==> config.mk <==
export PLATFORM = sky130hd
export DESIGN_NAME = wb_stage
export DESIGN_NICKNAME = d
export VERILOG_FILES = /design/src/rtl/wb_stage_pkg.sv /design/src/rtl/wb_stage_load_align.sv /design/src/rtl/wb_stage.sv
export SDC_FILE = /design/constraint.sdc
export NUM_CORES = 1
export LEC_CHECK = 0
export CAP_MARGIN = 25
export CORE_MARGIN = 3
export CORE_UTILIZATION = 48
export CTS_BUF_LIST = sky130_fd_sc_hd__clkbuf_16
export DETAILED_ROUTE_END_ITERATION = 16
export PLACE_DENSITY = 0.85
export SLEW_MARGIN = 10
export SYNTH_ARGS = -nofsm -noshare
export SYNTH_HDL_FRONTEND = slang
export SYNTH_HIERARCHICAL = 1
export SYNTH_SLANG_ARGS = --single-unit
==> constraint.sdc <==
create_clock -name clk -period 3.98 [get_ports clk]
set_input_delay 0.398 -clock clk [delete_from_list [all_inputs] [get_ports clk]]
set_output_delay 0.398 -clock clk [all_outputs]
set_load 0.1 [all_outputs]
==> src/rtl/wb_stage_pkg.sv <==
// -----------------------------------------------------------------------------
// wb_stage_pkg
// Shared core definitions used by decode, MEM and WB: datapath width,
// register-file address width, load-type encodings and the WB pipeline
// register layout.
// -----------------------------------------------------------------------------
package wb_stage_pkg;

    localparam int DATA_W     = 32;
    localparam int REG_ADDR_W = 5;

    // Load-type codes carried down the pipeline from decode.
    // Any code not listed here is treated as a full-word load.
    typedef enum logic [2:0] {
        LD_LB  = 3'd0,
        LD_LBU = 3'd1,
        LD_LH  = 3'd2,
        LD_LHU = 3'd3,
        LD_LW  = 3'd4
    } ld_type_e;

    // Contents of the WB pipeline register. An all-zero value is a bubble.
    typedef struct packed {
        logic                  we;
        logic [REG_ADDR_W-1:0] waddr;
        logic [DATA_W-1:0]     wdata;
        logic                  whilo;
        logic [DATA_W-1:0]     hi;
        logic [DATA_W-1:0]     lo;
        logic                  adel;
    } wb_reg_t;

endpackage

==> src/rtl/wb_stage_load_align.sv <==
// -----------------------------------------------------------------------------
// load_align
// Purely combinational load formatter: picks the addressed byte/halfword out
// of a big-endian memory word, sign- or zero-extends it, and flags accesses
// that are not naturally aligned for their size.
//
// Ports:
//   i_ld_type   in   3   load-type code (ld_type_e; unknown codes act as LW)
//   i_addr_lo   in   2   byte offset within the word
//   i_rdata     in  32   raw big-endian memory word
//   o_data      out 32   extended load result
//   o_misalign  out  1   access is misaligned for its size
// -----------------------------------------------------------------------------
module load_align
    import wb_stage_pkg::*;
(
    input  logic [2:0]        i_ld_type,
    input  logic [1:0]        i_addr_lo,
    input  logic [DATA_W-1:0] i_rdata,
    output logic [DATA_W-1:0] o_data,
    output logic              o_misalign
);

    logic [7:0]  w_byte;
    logic [15:0] w_half;

    // Big-endian: offset 0 is the most significant byte.
    always_comb begin
        case (i_addr_lo)
            2'd0:    w_byte = i_rdata[31:24];
            2'd1:    w_byte = i_rdata[23:16];
            2'd2:    w_byte = i_rdata[15:8];
            default: w_byte = i_rdata[7:0];
        endcase
    end

    assign w_half = i_addr_lo[1] ? i_rdata[15:0] : i_rdata[31:16];

    always_comb begin
        // NOTE: every output gets a default before the case so no path leaves
        // it unassigned -- otherwise synthesis infers a latch.
        o_data     = i_rdata;
        o_misalign = 1'b0;
        case (i_ld_type)
            LD_LB:  o_data = {{24{w_byte[7]}}, w_byte};
            LD_LBU: o_data = {24'd0, w_byte};
            LD_LH: begin
                o_data     = {{16{w_half[15]}}, w_half};
                o_misalign = i_addr_lo[0];
            end
            LD_LHU: begin
                o_data     = {16'd0, w_half};
                o_misalign = i_addr_lo[0];
            end
            default: o_misalign = (i_addr_lo != 2'd0);
        endcase
    end

endmodule

==> src/rtl/wb_stage.sv <==
// -----------------------------------------------------------------------------
// wb_stage
// Write-back pipeline stage. Registers the MEM-stage result (formatting loads
// through load_align), drives the register-file write port, raises a one-cycle
// address-error pulse on misaligned loads, and owns the architectural HI/LO
// registers with a combinational bypass from the WB register.
//
// Parameters:
//   HILO_EN     1: HI/LO path present; 0: hi_o/lo_o are 0 and mem_whilo ignored
//
// Ports:
//   clk, rst                       clock, synchronous active-high reset
//   mem_wreg/mem_wd/mem_wdata      MEM-stage GPR write request/address/result
//   mem_ld/mem_ld_type             load flag and load-type code
//   mem_addr_lo/mem_rdata          load byte offset and raw memory word
//   mem_whilo/mem_hi/mem_lo        HI/LO write request and values
//   stall_mem, flush               both insert a bubble into WB
//   wb_we/wb_waddr/wb_wdata        register-file write port
//   hi_o/lo_o                      HI/LO values, WB-bypassed
//   adel                           misaligned-load exception pulse
// -----------------------------------------------------------------------------
module wb_stage
    import wb_stage_pkg::*;
#(
    parameter bit HILO_EN = 1'b1
) (
    input  logic                  clk,
    input  logic                  rst,
    input  logic                  mem_wreg,
    input  logic [REG_ADDR_W-1:0] mem_wd,
    input  logic [DATA_W-1:0]     mem_wdata,
    input  logic                  mem_ld,
    input  logic [2:0]            mem_ld_type,
    input  logic [1:0]            mem_addr_lo,
    input  logic [DATA_W-1:0]     mem_rdata,
    input  logic                  mem_whilo,
    input  logic [DATA_W-1:0]     mem_hi,
    input  logic [DATA_W-1:0]     mem_lo,
    input  logic                  stall_mem,
    input  logic                  flush,
    output logic                  wb_we,
    output logic [REG_ADDR_W-1:0] wb_waddr,
    output logic [DATA_W-1:0]     wb_wdata,
    output logic [DATA_W-1:0]     hi_o,
    output logic [DATA_W-1:0]     lo_o,
    output logic                  adel
);

    logic [DATA_W-1:0] w_ld_data;
    logic              w_misalign;
    logic              w_adel;
    wb_reg_t           w_next;
    wb_reg_t           r_wb;
    logic [DATA_W-1:0] r_hi;
    logic [DATA_W-1:0] r_lo;

    load_align u_load_align (
        .i_ld_type  (mem_ld_type),
        .i_addr_lo  (mem_addr_lo),
        .i_rdata    (mem_rdata),
        .o_data     (w_ld_data),
        .o_misalign (w_misalign)
    );

    assign w_adel = mem_ld & w_misalign;

    // Value the WB register takes on a normal capture. A misaligned load
    // never writes the register file; r0 is never written.
    always_comb begin
        w_next       = '0;
        w_next.waddr = mem_wd;
        w_next.wdata = mem_ld ? w_ld_data : mem_wdata;
        w_next.we    = mem_wreg & ~w_adel & (mem_wd != '0);
        w_next.adel  = w_adel;
        w_next.whilo = HILO_EN & mem_whilo;
        w_next.hi    = mem_hi;
        w_next.lo    = mem_lo;
    end

    // Priority: reset, then flush/stall bubble, then capture. Because the
    // register reloads every cycle, adel naturally lasts exactly one cycle.
    always_ff @(posedge clk) begin
        // NOTE: state is updated with non-blocking assignments so every
        // register samples pre-edge values regardless of statement order.
        if (rst) begin
            r_wb <= '0;
        end else if (flush || stall_mem) begin
            r_wb <= '0;
        end else begin
            r_wb <= w_next;
        end
    end

    // Architectural HI/LO commit one edge after WB captures whilo. A reset at
    // that edge wins, so an in-flight HI/LO write is discarded.
    always_ff @(posedge clk) begin
        if (rst) begin
            r_hi <= '0;
            r_lo <= '0;
        end else if (r_wb.whilo) begin
            r_hi <= r_wb.hi;
            r_lo <= r_wb.lo;
        end
    end

    assign wb_we    = r_wb.we;
    assign wb_waddr = r_wb.waddr;
    assign wb_wdata = r_wb.wdata;
    assign adel     = r_wb.adel;

    // Bypass the pending HI/LO write so readers see it before it commits.
    assign hi_o = !HILO_EN ? '0 : (r_wb.whilo ? r_wb.hi : r_hi);
    assign lo_o = !HILO_EN ? '0 : (r_wb.whilo ? r_wb.lo : r_lo);

endmodule

# --- Word level (Yosys, flattened, before mapping) ---
# Cells that the tools add are included.
totals:
  register_bits: 168
  latch_bits: 0
  out_inout_bits: 103
  input_bits: 145
  romBits: 0
  n_memories: 0
  ram_bits: 0
op_classes:
  add_sub_neg: 0
  magnitude_cmp: 0
  n_reduce_logical: 8
  n_mul: 0
  n_bitwise: 4
  n_div: 0
  n_eq_ne: 5
  shift: 0
  mux: 7
ops:
  columns: ["op", "n"]
  rows:
  - ["$pmux W32 S4", 1]
  - ["$mux W32", 3]
  - ["$pmux W8 S3", 1]
  - ["$mux W16", 1]
  - ["$eq A3 B2 Y1 const B", 2]
  - ["$reduce_or A2 Y1", 3]
  - ["$reduce_bool A5 Y1", 1]
  - ["$and A1 B1 Y1", 3]
  - ["$eq A3 B1 Y1 const B", 1]
  - ["$logic_not A3 Y1", 1]
  - ["$eq A2 B1 Y1 const B", 1]
  - ["$eq A2 B2 Y1 const B", 1]
  - ["$logic_not A2 Y1", 1]
  - ["$pmux W1 S2", 1]
  - ["$reduce_bool A2 Y1", 1]
  - ["$logic_or A1 B1 Y1", 1]
  - ["$not A1 Y1", 1]

# --- Logic depth before layout (Yosys ltp) ---
# Gate-level depths: netlist of the first run.
logic_depth:
  depth_word: 7
  mapped_depth: 7
  mapped_depth_nobuf: 5

# --- Hierarchy ---
# The synthesis of the first run kept the hierarchy.
modules_own_cells:
  columns: ["mod", "n_inst", "cells_each", "area_per_inst_um2"]
  rows:
  - ["wb_stage", 1, 502, 6123.4]
  - ["load_align", 1, 126, 785.8]

# --- Worst setup path after synthesis of the first run ---
# Ideal clock, no wire load.
synth_timing:
  path_kind: "in2reg"
  startpoint: "input mem_addr_lo[1]"
  endpoint: "register r_wb (netlist bit wb_wdata[16])"
  slack_ps: 2165
  n_path_buf: 1
  arrival_time_ps: 1701
  setup_ps: 114
  required_time_ps: 3866
  cell_stages: 6
  cell_sequence: "mux4_2 > a221oi_4 > buf_6 > a21oi_1 > mux2i_1 > nor2_1"
synth_between:
  elab_chain_len: 4
  word_cells_on_any_way: 7
synth_rtl:
  columns: ["item", "line", "source"]
  rows:
  - ["start: declaration", "wb_stage.sv:34", "input logic [1:0] mem_addr_lo,"]
  - ["$eq A2 B2 Y1, or another cell as far along", "wb_stage_load_align.sv:29", "case (i_addr_lo)"]
  - ["$pmux W8 S3", "wb_stage_load_align.sv:29", null]
  - ["$pmux W32 S4 *", "wb_stage_load_align.sv:44", "case (i_ld_type)"]
  - ["named net w_ld_data[16]", "wb_stage.sv:49", "logic [DATA_W-1:0] w_ld_data;"]
  - ["$mux W32 *", "wb_stage.sv:72", "w_next.wdata = mem_ld ? w_ld_data : mem_wdata;"]
  - ["end signal: assignment", "wb_stage.sv:90", "r_wb <= w_next;"]
  - ["end: declaration", "wb_stage.sv:53", "wb_reg_t r_wb;"]
# The timed path passes the listed nets; every way through them passes the cells marked *.
# A chain may end at the register's enable or synchronous reset.

# --- Worst setup path in the final report of the first run ---
layout_timing:
  startpoint: "register r_wb[65] (netlist name)"
  endpoint: "output lo_o[2]"
layout_between:
  elab_chain_len: 1
layout_rtl:
  columns: ["item", "line", "source"]
  rows:
  - ["$mux W32", null, null]
  - ["end: declaration", "wb_stage.sv:45", "output logic [DATA_W-1:0] lo_o,"]
# Every way passes these cells.

==> impl_metrics.tcl, run 1 <==
set metrics [dict create \
    multi_input_comb_area_sq_mm 0.00295 \
    worstSetupPathType "reg2out" \
    worst_pin_slew_ps 1040 \
    die_y_um 126 \
    worstPathMaxFanout 44 \
    core_sq_mm 0.0140 \
    drcViolationCount 0 \
    critPathCaptureType "primary output" \
    yosysUniqueCellTypes 30 \
    placementRows 43 \
    syn_avg_cell_area_sq_um 11.0 \
    synth_compound_area_share_pct 5.70 \
    cts_buffers 17 \
    internal_power_mw 2.99 \
    antenna_found_initial 0 \
    io_pins 248 \
    via_per_inst 5.01 \
    diodes 0 \
    cp.required_ps 3580 \
    p_leak_nw 3.92 \
    ys.flop_type "dfxtp_1" \
    drive_gt1_share_pct 14.5 \
    synth_edf_count 0 \
    fin_tns_setup_ps 0 \
    seqPwrFrac_pct 44.0 \
    grt_pass1_wl_mm 28.6 \
    wire_per_inst_um 17.9 \
    max_cap_viol_count 0 \
    ys_warn_count 6 \
    drv_slew 0 \
    postRouteAntennaNets 0 \
    stdcell_area_sq_mm 0.00975 \
    postCtsHoldBufs 0 \
    critPathLaunchType "flip-flop" \
    dieArea_sq_mm 0.0159 \
    period_share_pct 80.8 \
    dp_hpwl_mm 13.0 \
    status "complete, no violations" \
    setup-violations-final 0 \
    swShare_pct 23.9 \
    grt_overflow 0 \
    chipWidth_um 126 \
    clock.fmax_mhz 311 \
    grt_use_met1_pct 27.1 \
    gr-usage-met3_pct 7.68 \
    grt_max_degree 72 \
    register_area_sq_mm 0.00337 \
    postPlaceCellArea_sq_mm 0.00911 \
    synth_mux_area_share_pct 21.1 \
    grt.busiest_layer "met2" \
    vdd_drop_max_mv 0.291 \
    synth-simple-area-share_pct 15.9 \
    ys_ff_latch 168 \
    path_clk_slew_ps 60 \
    pwr-share-comb_pct 12.9 \
    fillers 997 \
    synthCells 628 \
    htreeDepth 4 \
    cts_tree "done" \
    utilization_pct 69.7 \
    grtUsageTotal_pct 22.8 \
    power_density_mw_per_mm2 402 \
    finalCriticalPeriod_ps 3220 \
    initial_core_util_pct 49.4 \
    first_iter_violations 297 \
    gp_congestion 0.954 \
    synth_fa_ha_area_share_pct 0 \
    root_buffer "clkbuf_16" \
    skew_ps 10.6 \
    cts_setup_buffers 0 \
    grtUsageMet2_pct 37.6 \
    area_growth_pct 41.1 \
    ys_seq_area_share_pct 48.7 \
    synth_top_family_by_area "multiplexers" \
    vias 5090 \
    ys_async_sr_fraction_pct 0 \
    grt_pass1_vias 5338 \
    cp_data_arrival_time_ps 2820 \
    power_frac_clock_pct 43.1 \
    ctsLongestPathBuffers 2 \
    synth-xor-area-share_pct 0 \
    rsz0062_at_grt "no" \
    relSlewSlack_pct 30.4 \
    dp_slack_ps 1080 \
    clock_latency_ps 420 \
    numClockSinks 168 \
    hold_viol_final 0 \
    synth_nets 773 \
    place.port_buffers 247 \
    min_path_type "in2reg" \
    cts_resized 0 \
    p_total_mw 3.92 \
    setup_ws_ps 763 \
    p_sw_mw 0.936 \
    drt_wl_total_mm 18.2 \
    finalNetCount 969 \
    drt-pass1-iter-count 5 \
    syn_area_sq_mm 0.00691 \
]
## through the flow
step | cells | hold slack [ps]
after detailed placement | 984 | 570
after floorplan | 628 | 520
final | 1016 | 248
after CTS | 1015 | 250
after global routing | 1016 | 253
after global placement | 984 | 565
## per-layer routing
layer	share of wire, %	routed length [um]	vias to the layer above
li1	-	-	2426
met2	48	8790	265
met5	0	0	-
met3	8.3	1510	39
met1	40	7310	2360
met4	3.1	565	0
## cells by family (layout without fill, tap and decap cells)
| group | Yosys count | in the layout |
|---|---|---|
| buffers and inverters | 93 | 301 |
| AOI/OAI and AO/OA | 59 | 59 |
| and+or+nand+nor | 196 | 196 |
| DFF | 168 | 168 |
| muxes | 112 | 112 |
## state kept, by name, summed over array words and instances, names as in the netlist
| signal | count |
|---|---|
| r_wb | 65 |
| r_hi | 32 |
| r_lo | 32 |
| wb_wdata | 32 |
| wb_waddr | 5 |
| adel | 1 |
| wb_we | 1 |
## worst max-delay path: stages, from the launching register on
cell	delay [ps]
dfxtp_4	620
buf_12	360
mux2_4	230
clkdlybuf4s50_1	1150
## power groups by stage
| stage | Clock [mW] | Sequential (mW) | Combinational, mW |
|---|---|---|---|
| floorplan | 0 | 1.76 | 0.303 |
| global placement | 0 | 1.76 | 0.495 |
| detailed placement | 0 | 1.76 | 0.501 |
| CTS | 1.72 | 1.73 | 0.504 |
| global route | 1.80 | 1.73 | 0.535 |
| finish | 1.69 | 1.73 | 0.506 |
## cells in the mapped netlist (2+ instances only)
library cell,count,share of area [%]
buf_8,3,0.65
mux2_2,19,3.1
inv_1,16,0.87
a21oi_1,32,2.3
dfxtp_1,168,49
nor2b_1,65,5.9
clkbuf_1,17,0.92
mux2_4,60,13
o211ai_1,9,0.98
nand2_1,12,0.65
a22oi_1,9,0.98
buf_1,2,0.11
mux2i_1,32,4.6
o221ai_1,7,0.89
buf_2,7,0.51
buf_6,8,1.3
and2_1,70,6.3
nor2_1,43,2.3
buf_4,38,4.1
## layout by cell type (no fill, tap or decap), types with 2 or more instances in the layout
cell type / count
clkdlybuf4s50_1: 243
dfxtp_1: 167
and2_1: 70
nor2b_1: 65
mux2_4: 60
nor2_1: 43
mux2i_1: 32
a21oi_1: 32
mux2_2: 19
inv_1: 19
clkbuf_16: 17
nand2_1: 12
a22oi_1: 9
o211ai_1: 9
o221ai_1: 7
buf_4: 6
bufinv_16: 4
clkinvlp_4: 2
clkinv_1: 2
buf_2: 2
## path summary, 6_finish.rpt
check                           startpoint       end  slack [ps]  cells past startpoint
worst min-delay path                   rst  r_hi[26]         250                      2
worst max-delay path              r_wb[65]   lo_o[2]         760                      3
worst min register to register     r_lo[5]   r_lo[5]         590                      2
worst max register to register    r_wb[65]   r_lo[0]        2290                      3
## layout make-up
type                    count  area share (%)
multi-input cells         367            30.3
clock inverters            14            1.86
clock buffers              17            4.36
flip-flops and latches    168            34.5
inverters                  17           0.655
repair buffers            253            26.0
well taps                 180            2.31
Note: power is estimated with default switching activity, not from simulation.
==> inputs of run 2 (changes only) <==
Settings changed: CORE_UTILIZATION 48 to 41, PLACE_DENSITY 0.85 to 0.77.
Clock period 3.98 ns to 2.78 ns, I/O delays scaled along.
==> impl_metrics.tcl, run 2 (same netlist as run 1, synthesis figures left out) <==
set metrics [dict create \
    drive_gt1_share_pct 28.0 \
    grt_max_degree 59 \
    io_pins 248 \
    grt_pass1_vias 4940 \
    cp.required_ps 2500 \
    dp_hpwl_mm 13.1 \
    grt_overflow 0 \
    final_common_cell "dfxtp_1" \
    largest_reg_flops 65 \
    via_per_inst 4.72 \
    finalCriticalPeriod_ps 2370 \
    relSlewSlack_pct 55.8 \
    gp_congestion 0.893 \
    max_cap_viol_count 0 \
    grt_pass1_wl_mm 26.5 \
    p_leak_nw 4.16 \
    finalNetCount 979 \
    multi_input_comb_area_sq_mm 0.00295 \
    rsz0062_at_grt "no" \
    numClockSinks 168 \
    register_area_sq_mm 0.00337 \
    cp_data_arrival_time_ps 2090 \
    setup-violations-final 0 \
    fin_tns_setup_ps 0 \
    htreeDepth 4 \
    root_buffer "clkbuf_16" \
    p_total_mw 5.50 \
    utilization_pct 59.5 \
    antenna_found_initial 0 \
    initial_core_util_pct 42.7 \
    fillers 1315 \
    path_clk_slew_ps 70 \
    vias 5015 \
    power_density_mw_per_mm2 572 \
    critPathLaunchType "flip-flop" \
    postRouteAntennaNets 0 \
    drt_wl_total_mm 17.4 \
    grtUsageTotal_pct 18.6 \
    drcViolationCount 0 \
    status "complete, no violations" \
    cts_tree "done" \
    layout_common_cells "dfxtp_1, clkdlybuf4s50_1, buf_4" \
    period_share_pct 85.2 \
    cts_resized 0 \
    regMostFlops "r_wb" \
    critPathCaptureType "primary output" \
    drt-pass1-iter-count 4 \
    skew_ps 5.85 \
    hold_viol_final 0 \
    chipWidth_um 136 \
    worstSetupPathType "reg2out" \
    postCtsHoldBufs 0 \
    wire_per_inst_um 16.4 \
    timing.hold.ws_ps 235 \
    clock_latency_ps 420 \
    first_iter_violations 192 \
    place.port_buffers 247 \
    vdd_drop_max_mv 0.431 \
    cts_setup_buffers 0 \
    ctsLongestPathBuffers 2 \
    worstPathMaxFanout 33 \
    placementRows 46 \
    core_sq_mm 0.0162 \
    dieArea_sq_mm 0.0184 \
    cts_buffers 17 \
    worst_pin_slew_ps 663 \
    drv_slew 0 \
    die_y_um 136 \
    clock.fmax_mhz 422 \
    diodes 0 \
    min_path_type "in2reg" \
    area_growth_pct 39.2 \
]
==> run 2: final timing paths <==
check | from | slack (ps) | to | cells past startpoint
min | rst | 230 | r_lo[6] | 2
max reg2reg | r_wb[65] | 1070 | r_hi[18] | 3
max | r_wb[65] | 410 | lo_o[4] | 3
min reg2reg | r_wb[37] | 580 | r_hi[4] | 2
==> run 2: per-stage QoR <==
| stage | setup WS [ps] | cell area [sq um] | instances |
|---|---|---|---|
| final | 412 | 9620 | 1063 |
| after global routing | 341 | 9620 | 1063 |
| after CTS | 383 | 9620 | 1063 |
| after detailed placement | 442 | 9020 | 1031 |
| after global placement | 483 | 8990 | 1030 |
| after floorplan | 1080 | 6910 | 628 |
==> run 2: layout make-up <==
cell class                 instances  area share [%]
sequential                       168            35.0
multi-input combinational        367            30.7
timing repair buffer             263            24.6
clock buffer                      17            4.42
tap                              216            2.81
clock inverter                    15            1.80
inverter                          17           0.663
==> run 2: metal layers <==
layer  wire length [um]  part of all wire, %  GRT usage [%]
met1               6920                   40           21.5
met2               8570                   49           31.4
met3               1630                  9.3           7.85
met4                322                  1.8           5.66
met5                  0                    0              0
==> run 2: report_power, final <==
| group | internal [mW] | total, mW | switching (mW) |
|---|---|---|---|
| Sequential | 2.45 | 2.47 | 0.0193 |
| Combinational | 0.332 | 0.715 | 0.383 |
| Clock | 1.21 | 2.31 | 1.10 |
==> run 2: critical path, stage by stage (launching register included) <==
cell     delay, ps
dfxtp_4        790
buf_4          310
mux2_4         320
buf_4          230
